$ cat config.mk
export PLATFORM = sky130hd
export DESIGN_NAME = shift_seq_ctrl
export DESIGN_NICKNAME = d
export VERILOG_FILES = /design/src/rtl/shift_seq_ctrl.sv
export SDC_FILE = /design/constraint.sdc
export NUM_CORES = 1
export LEC_CHECK = 0
export CORE_MARGIN = 2
export CORE_UTILIZATION = 39
export CTS_CLUSTER_SIZE = 14
export DETAILED_ROUTE_END_ITERATION = 8
export PLACE_DENSITY = 0.78
export SLEW_MARGIN = 20
export SYNTH_ARGS = -nofsm -noshare
export SYNTH_HDL_FRONTEND = slang
export SYNTH_SLANG_ARGS = --single-unit
$ cat constraint.sdc
create_clock -name clk -period 1.49 [get_ports clk]
set_input_delay 0.149 -clock clk [delete_from_list [all_inputs] [get_ports clk]]
set_output_delay 0.149 -clock clk [all_outputs]
set_load 0.01 [all_outputs]
$ cat src/rtl/shift_seq_ctrl.sv
// Command-driven sequencer for an 8-bit left-shift register: loads a value,
// steps it one bit per clock (logical or rotate), and returns the result.
module shift_seq_ctrl #(
   parameter int WIDTH = 8,
   parameter int AMT_W = 4
) (
   input  logic             clk,
   input  logic             rst,
   input  logic             cmd_valid,
   output logic             cmd_ready,
   input  logic [WIDTH-1:0] cmd_data,
   input  logic [AMT_W-1:0] cmd_amt,
   input  logic             cmd_rot,
   input  logic             abort,
   output logic             res_valid,
   input  logic             res_ready,
   output logic [WIDTH-1:0] res_data,
   output logic             busy,
   output logic [WIDTH-1:0] shift_out
);

   typedef enum logic [1:0] {IDLE, SHIFT, DONE} state_t;

   state_t           state_q, state_d;
   logic [WIDTH-1:0] shreg_q, shreg_d;
   logic [AMT_W-1:0] cnt_q, cnt_d;
   logic             rot_q, rot_d;
   logic             accept;

   function automatic logic [WIDTH-1:0] shift_step(input logic [WIDTH-1:0] val,
                                                   input logic rot);
      logic [WIDTH-1:0] res;
      res = rot ? {val[WIDTH-2:0], val[WIDTH-1]} : {val[WIDTH-2:0], 1'b0};
      return res;
   endfunction

   // Abort and reset both close the accept window, so acceptance needs no further gating.
   assign cmd_ready = (state_q == IDLE) && !abort && rst;
   assign accept    = cmd_valid && cmd_ready;

   always_ff @(posedge clk or negedge rst) begin
      if (!rst) begin
         state_q <= IDLE;
         shreg_q <= '0;
         cnt_q   <= '0;
         rot_q   <= 1'b0;
      end else begin
         state_q <= state_d;
         shreg_q <= shreg_d;
         cnt_q   <= cnt_d;
         rot_q   <= rot_d;
      end
   end

   always_comb begin
      state_d = state_q;
      case (state_q)
         IDLE: begin
            if (accept) begin
               state_d = (cmd_amt == '0) ? DONE : SHIFT;
            end
         end
         SHIFT: begin
            if (abort) begin
               state_d = IDLE;
            end else if (cnt_q == AMT_W'(1)) begin
               state_d = DONE;
            end
         end
         DONE: begin
            if (abort || res_ready) begin
               state_d = IDLE;
            end
         end
         default: state_d = IDLE;
      endcase
   end

   // The shift still lands on an aborting edge; abort only redirects the FSM,
   // leaving the partial value visible on shift_out.
   always_comb begin
      shreg_d = shreg_q;
      cnt_d   = cnt_q;
      rot_d   = rot_q;
      if (state_q == IDLE) begin
         if (accept) begin
            shreg_d = cmd_data;
            cnt_d   = cmd_amt;
            rot_d   = cmd_rot;
         end
      end else if (state_q == SHIFT) begin
         shreg_d = shift_step(shreg_q, rot_q);
         cnt_d   = cnt_q - AMT_W'(1);
      end
   end

   always_comb begin
      busy      = (state_q != IDLE);
      res_valid = (state_q == DONE);
      res_data  = (state_q == DONE) ? shreg_q : '0;
      shift_out = shreg_q;
   end

endmodule

======== Word-level counts from Yosys, hierarchy flattened ========
Index checks and enable logic that the tools add are counted.
cells by class
  add/sub/neg operators ................... 1
  eq/ne operators ......................... 6
  muxes and demuxes ....................... 14
  reduce and logical (&&, ||, !) cells .... 12
operator list
  operator             number
  $mux 8               4
  $mux 4               3
  $mux 2               5
  $pmux 2 s3           1
  $eq 4x1->1 const B   1
  $logic_not 4->1      1
  $reduce_and 2->1     2
  $reduce_bool 2->1    2
  $sub 4x1->4 const B  1
  $logic_and 1x1->1    3
  $ne 3x3->1 const B   1
  $reduce_and 3->1     1
  $eq 2x1->1 const B   1
  $eq 2x2->1 const B   1
  $logic_not 2->1      1
  $ne 2x1->1 const B   1
  $ne 2x2->1 const B   1
  $logic_not 1->1      1
  $logic_or 1x1->1     1
  $mux 1               1
storage, ports and cells
  register bits after elaboration ......... 15
  input bits .............................. 18
  output and inout port bits .............. 19
  logic and storage cells ................. 37

======== Logic depth before layout (Yosys ltp) ========
  depth in word-level cells ............... 6
  depth in mapped cells ................... 5

======== Worst setup path before layout ========
OpenSTA, ideal clock, no wires.
  kind .................................... register -> register
  start point ............................. register state_q[1]
  end point ............................... register shreg_q[4] (netlist: shift_out[4])
  setup time .............................. 0.125 ns
  data arrival time ....................... 1.289 ns
  required time ........................... 1.365 ns
  path slack .............................. 0.076 ns
  cell stages (with the launch flop) ...... 5
  buffers on the path ..................... 1
  clock period less this slack ............ 1.414 ns
  cells stage by stage .................... dfrtp_1 -> buf_4 -> nor2_4 -> mux2_2 -> mux2_4
between the ends
  word-level cells in the longest chain between the ends .. 6
  elaborated cells on any way between the ends .. 9
  classes of those cells .................. eq/ne: 2; mux: 1; reduce/logical: 6
RTL lines
  what                               RTL line  source
  start, declared                    24        state_t state_q, state_d;
  start signal, assigned             48        state_q <= state_d;
  $logic_not 2->1                    38, 85
  $logic_and 1x1->1 (2 in series)    38        assign cmd_ready = (state_q == IDLE) && !abort && rst;
  $logic_and 1x1->1                  39        assign accept = cmd_valid && cmd_ready;
  $ne 2x2->1 (no source line)        n/a
  $reduce_and 2->1 (no source line)  n/a
  end signal, assigned               49        shreg_q <= shreg_d;
  end, declared                      25        logic [WIDTH-1:0] shreg_q, shreg_d;
Parallel ways exist; a longest one is shown, timed or not.
A chain may end at the register's enable or synchronous reset.

======== Final worst setup path ========
  start point ............................. register state_q[0]
  end point ............................... register shreg_q[5] (netlist: shift_out[5])
Same word-level chain as after synthesis.

==> run_results.csv <==
group,metric,value,unit
detailed_routing,drt_iter0_markers,14,
critical_path,worstSetupEndpointType,"register",
timing,finalHoldViolations,0,
critical_path,cp-start-kind,"register",
synthesis,synth_compound_area_share,15.2,%
synthesis,synth_area_leaders,"dfrtp_1 (38%), mux2_2 (11%), mux2_4 (6.1%)",
grt,track_usage,16.7,%
critical_path,cp_data_required_time,1.66,ns
critical_path,crit_fanout,7,
synthesis,synth_mux_area_share,21.1,%
timing,setup_viol,4,
finish,areaGrowthSynthToFinish,56.2,%
place,gp_congestion,0.803,
power_and_ir_drop,peakVddDrop,824,uV
critical_path,cp_slowest_cell,"dfrtp_1",
synthesis,ys_ff_latch,15,
job,drv_cap,0,
clock_network,clk_pin_slew,0.09,ns
synthesis,synthAdderAreaFrac,2.55,%
finish,instances_no_fill,170,
synthesis,seq_area_frac_synth,38.3,%
critical_path,path_class,"register to register",
status,violations,"setup timing",
synthesis,synth_xor_area_share,0,%
clock_network,cts_sinks,15,
finish,drive_above_1_share,41.4,%
clock_network,clock-root-buffer,"clkbuf_4",
detailed_routing,avgRoutedWirePerCell,14.6,microns
finish,layout.area.seq,375,sq um
critical_path,cp_common_cell,"buf_6",
synthesis,yosysWarnings,0,
grt,grt_pass1_wl,3.51,mm
finish,nFillCells,215,
timing,worstMarginPinSlew,0.328,ns
timing,layout_setup_ws,-0.0199,ns
clock_network,clk_latency,0.27,ns
timing,slew_headroom,77.9,%
finish,num-nets-final,161,
finish,multi_input_area,577,sq um
clock_network,cts_tree,"done",
timing,fmax,0.662,GHz
timing,fin_crit,1.51,ns
power_and_ir_drop,p_leak,0.703,nW
detailed_routing,dr.pass1.iters,4,
status,status,"finished, violations left",
synthesis,ys.flop_type,"dfrtp_1",
power_and_ir_drop,power.density,1420,nW/um^2
timing,rsz0062_at_grt,"true",
critical_path,max_stage_delay,0.40,ns
floorplanning,initial_core_util,40.3,%
critical_path,path_cells,"buf_6, nor2_4, buf_6, mux2_2, mux2_4",
grt,grt_start_max_net_pins,15,
detailed_routing,vias,848,
clock_network,clockBufferDepth,2,
synthesis,synth.most_common_cell,"dfrtp_1",
floorplanning,core,2430,sq um
clock_network,cts_buffers,3,
clock_network,htreeDepth,1,
place,place_inst,161,
detailed_routing,drc,0,
floorplanning,die_h,54.1,microns
timing,fin_setup_tns,-0.0255,ns
synthesis,synth_area_per_cell,11.3,sq um
synthesis,synth_top_area_cell,"dfrtp_1",
synthesis,synth_top_family_by_area,"multiplexers",
finish,diodes,0,
grt,grt_pass1_vias,802,
floorplanning,die_area,2930,sq um
timing,fin_crit_sh,101,%
synthesis,synth_cells,87,
synthesis,synth_top_area_share,38.3,%
grt,grt_overflow,0,
floorplanning,io-pin-count,37,
floorplanning,die-width,54.1,microns
synthesis,synth_simple_gate_area_share,17.0,%
synthesis,synth_area,980,sq um
timing,maxSlewViolCount,0,
floorplanning,placementRows,18,
timing,fin_worst_skew,0.00104,ns
synthesis,syn_nets,107,
place,portBuffers,36,
detailed_routing,wirelength,2.48,mm
min_path,hold_class,"input port to asynchronous set/reset pin",
synthesis,synth_edf_count,0,
finish,postLayoutCoreUtil,62.9,%
synthesis,synth_cell_type_count,34,
place,dp_hpwl,1.77,mm
synthesis,synthArstFlopShare,100,%
grt,antenna_found_initial,0,
synthesis,ys_top_cells_by_count,"dfrtp_1 (15), mux2_2 (10), and2_1 (8)",
critical_path,worst_ep_arrival_time,1.68,ns
detailed_routing,ant_nets,0,
detailed_routing,viasPerCell,4.99,
[cell families (layout without fill, tap and decap cells)]
group / after synthesis / count (layout)
AOI/OAI and AO/OA: 19 / 19
adders and majority gates: 2 / 2
buffers and inverters: 10 / 63
DFF: 15 / 15
muxes: 17 / 17
and+or+nand+nor: 24 / 24
[state kept, by name, indices dropped and copies added, names as in the netlist]
name	flops
cnt_q	4
rot_q	1
shift_out	8
state_q	2
[area by class of cell]
class | count | share of cell area [%]
inverter | 5 | 1.39
tap | 30 | 2.45
timing repair buffer | 54 | 32.2
clock buffer | 4 | 1.72
multi-input combinational | 62 | 37.7
sequential | 15 | 24.5
[timing repair]
action	CTS	global route
hold buffers	0	0
gates cloned	0	1
resized for setup	27	20
buffers inserted	2	2
pin swaps	0	3
setup endpoints to repair	11	22
[per-layer routing]
layer	up-vias	GRT usage [%]	share of wire (%)	wire length, microns
met3	0	3.06	7.1	175
met4	0	3.75	0	0
met5	-	0	0	0
met1	385	20.5	44	1100
li1	425	-	-	-
met2	38	29.9	49	1200
[through the flow]
step	power, mW	hold WS, ns	setup WS (ns)	instance area, sq um
6_report	2.18	0.284	-0.0199	1530
5_1_grt	2.33	0.283	-0.0583	1530
4_1_cts	2.09	0.284	-0.0187	1500
3_5_place_dp	1.85	0.509	-0.199	1450
3_3_place_gp	1.82	0.496	-0.176	1450
2_1_floorplan	1.32	-0.147	0.0758	980
[path summary, 6_finish.rpt]
kind | start | to | slack [ns] | depth (start not counted)
max | state_q[0] | shift_out[5] | -0.02 | 5
min | rst | state_q[0] | 0.28 | 2
max reg2reg | state_q[0] | shift_out[5] | -0.02 | 5
min reg2reg | rot_q | rot_q | 0.53 | 1
max in group asynchronous | rst | cnt_q[2] | 0.98 | 2
min in group clk | cmd_rot | rot_q | 0.48 | 2
[report_power, final]
| part | internal (mW) | switching, mW | leakage, nW | total, mW |
|---|---|---|---|---|
| sequential | 0.587 | 0.164 | 0.179 | 0.750 |
| combinational | 0.752 | 0.446 | 0.509 | 1.20 |
| clock | 0.104 | 0.125 | 0.0150 | 0.229 |
| total | 1.44 | 0.735 | 0.703 | 2.18 |
[placed cells by master, fill, tap and decap left out, types with 2 or more instances in the layout]
cell              n
a2bb2oi_1         2
inv_1             3
or3_1             2
a211oi_1          2
buf_4            12
buf_2             2
buf_6             3
and2_1            8
o211ai_1          2
mux2_2            7
clkdlybuf4s50_1  25
mux2_4           10
o21ai_0           3
clkbuf_4          3
dfrtp_1          15
a21oi_1           4
ha_1              2
nor2_1            3
clkbuf_2          8
[worst max-delay path: cells and delay by family, from the launching register on]
| family | cells | cell delay, ns |
|---|---|---|
| buffers and inverters | 2 | 0.28 |
| flip-flops | 1 | 0.40 |
| multiplexers | 2 | 0.61 |
| AND/OR/NAND/NOR | 1 | 0.12 |
Power figures use the tool's default switching activity.
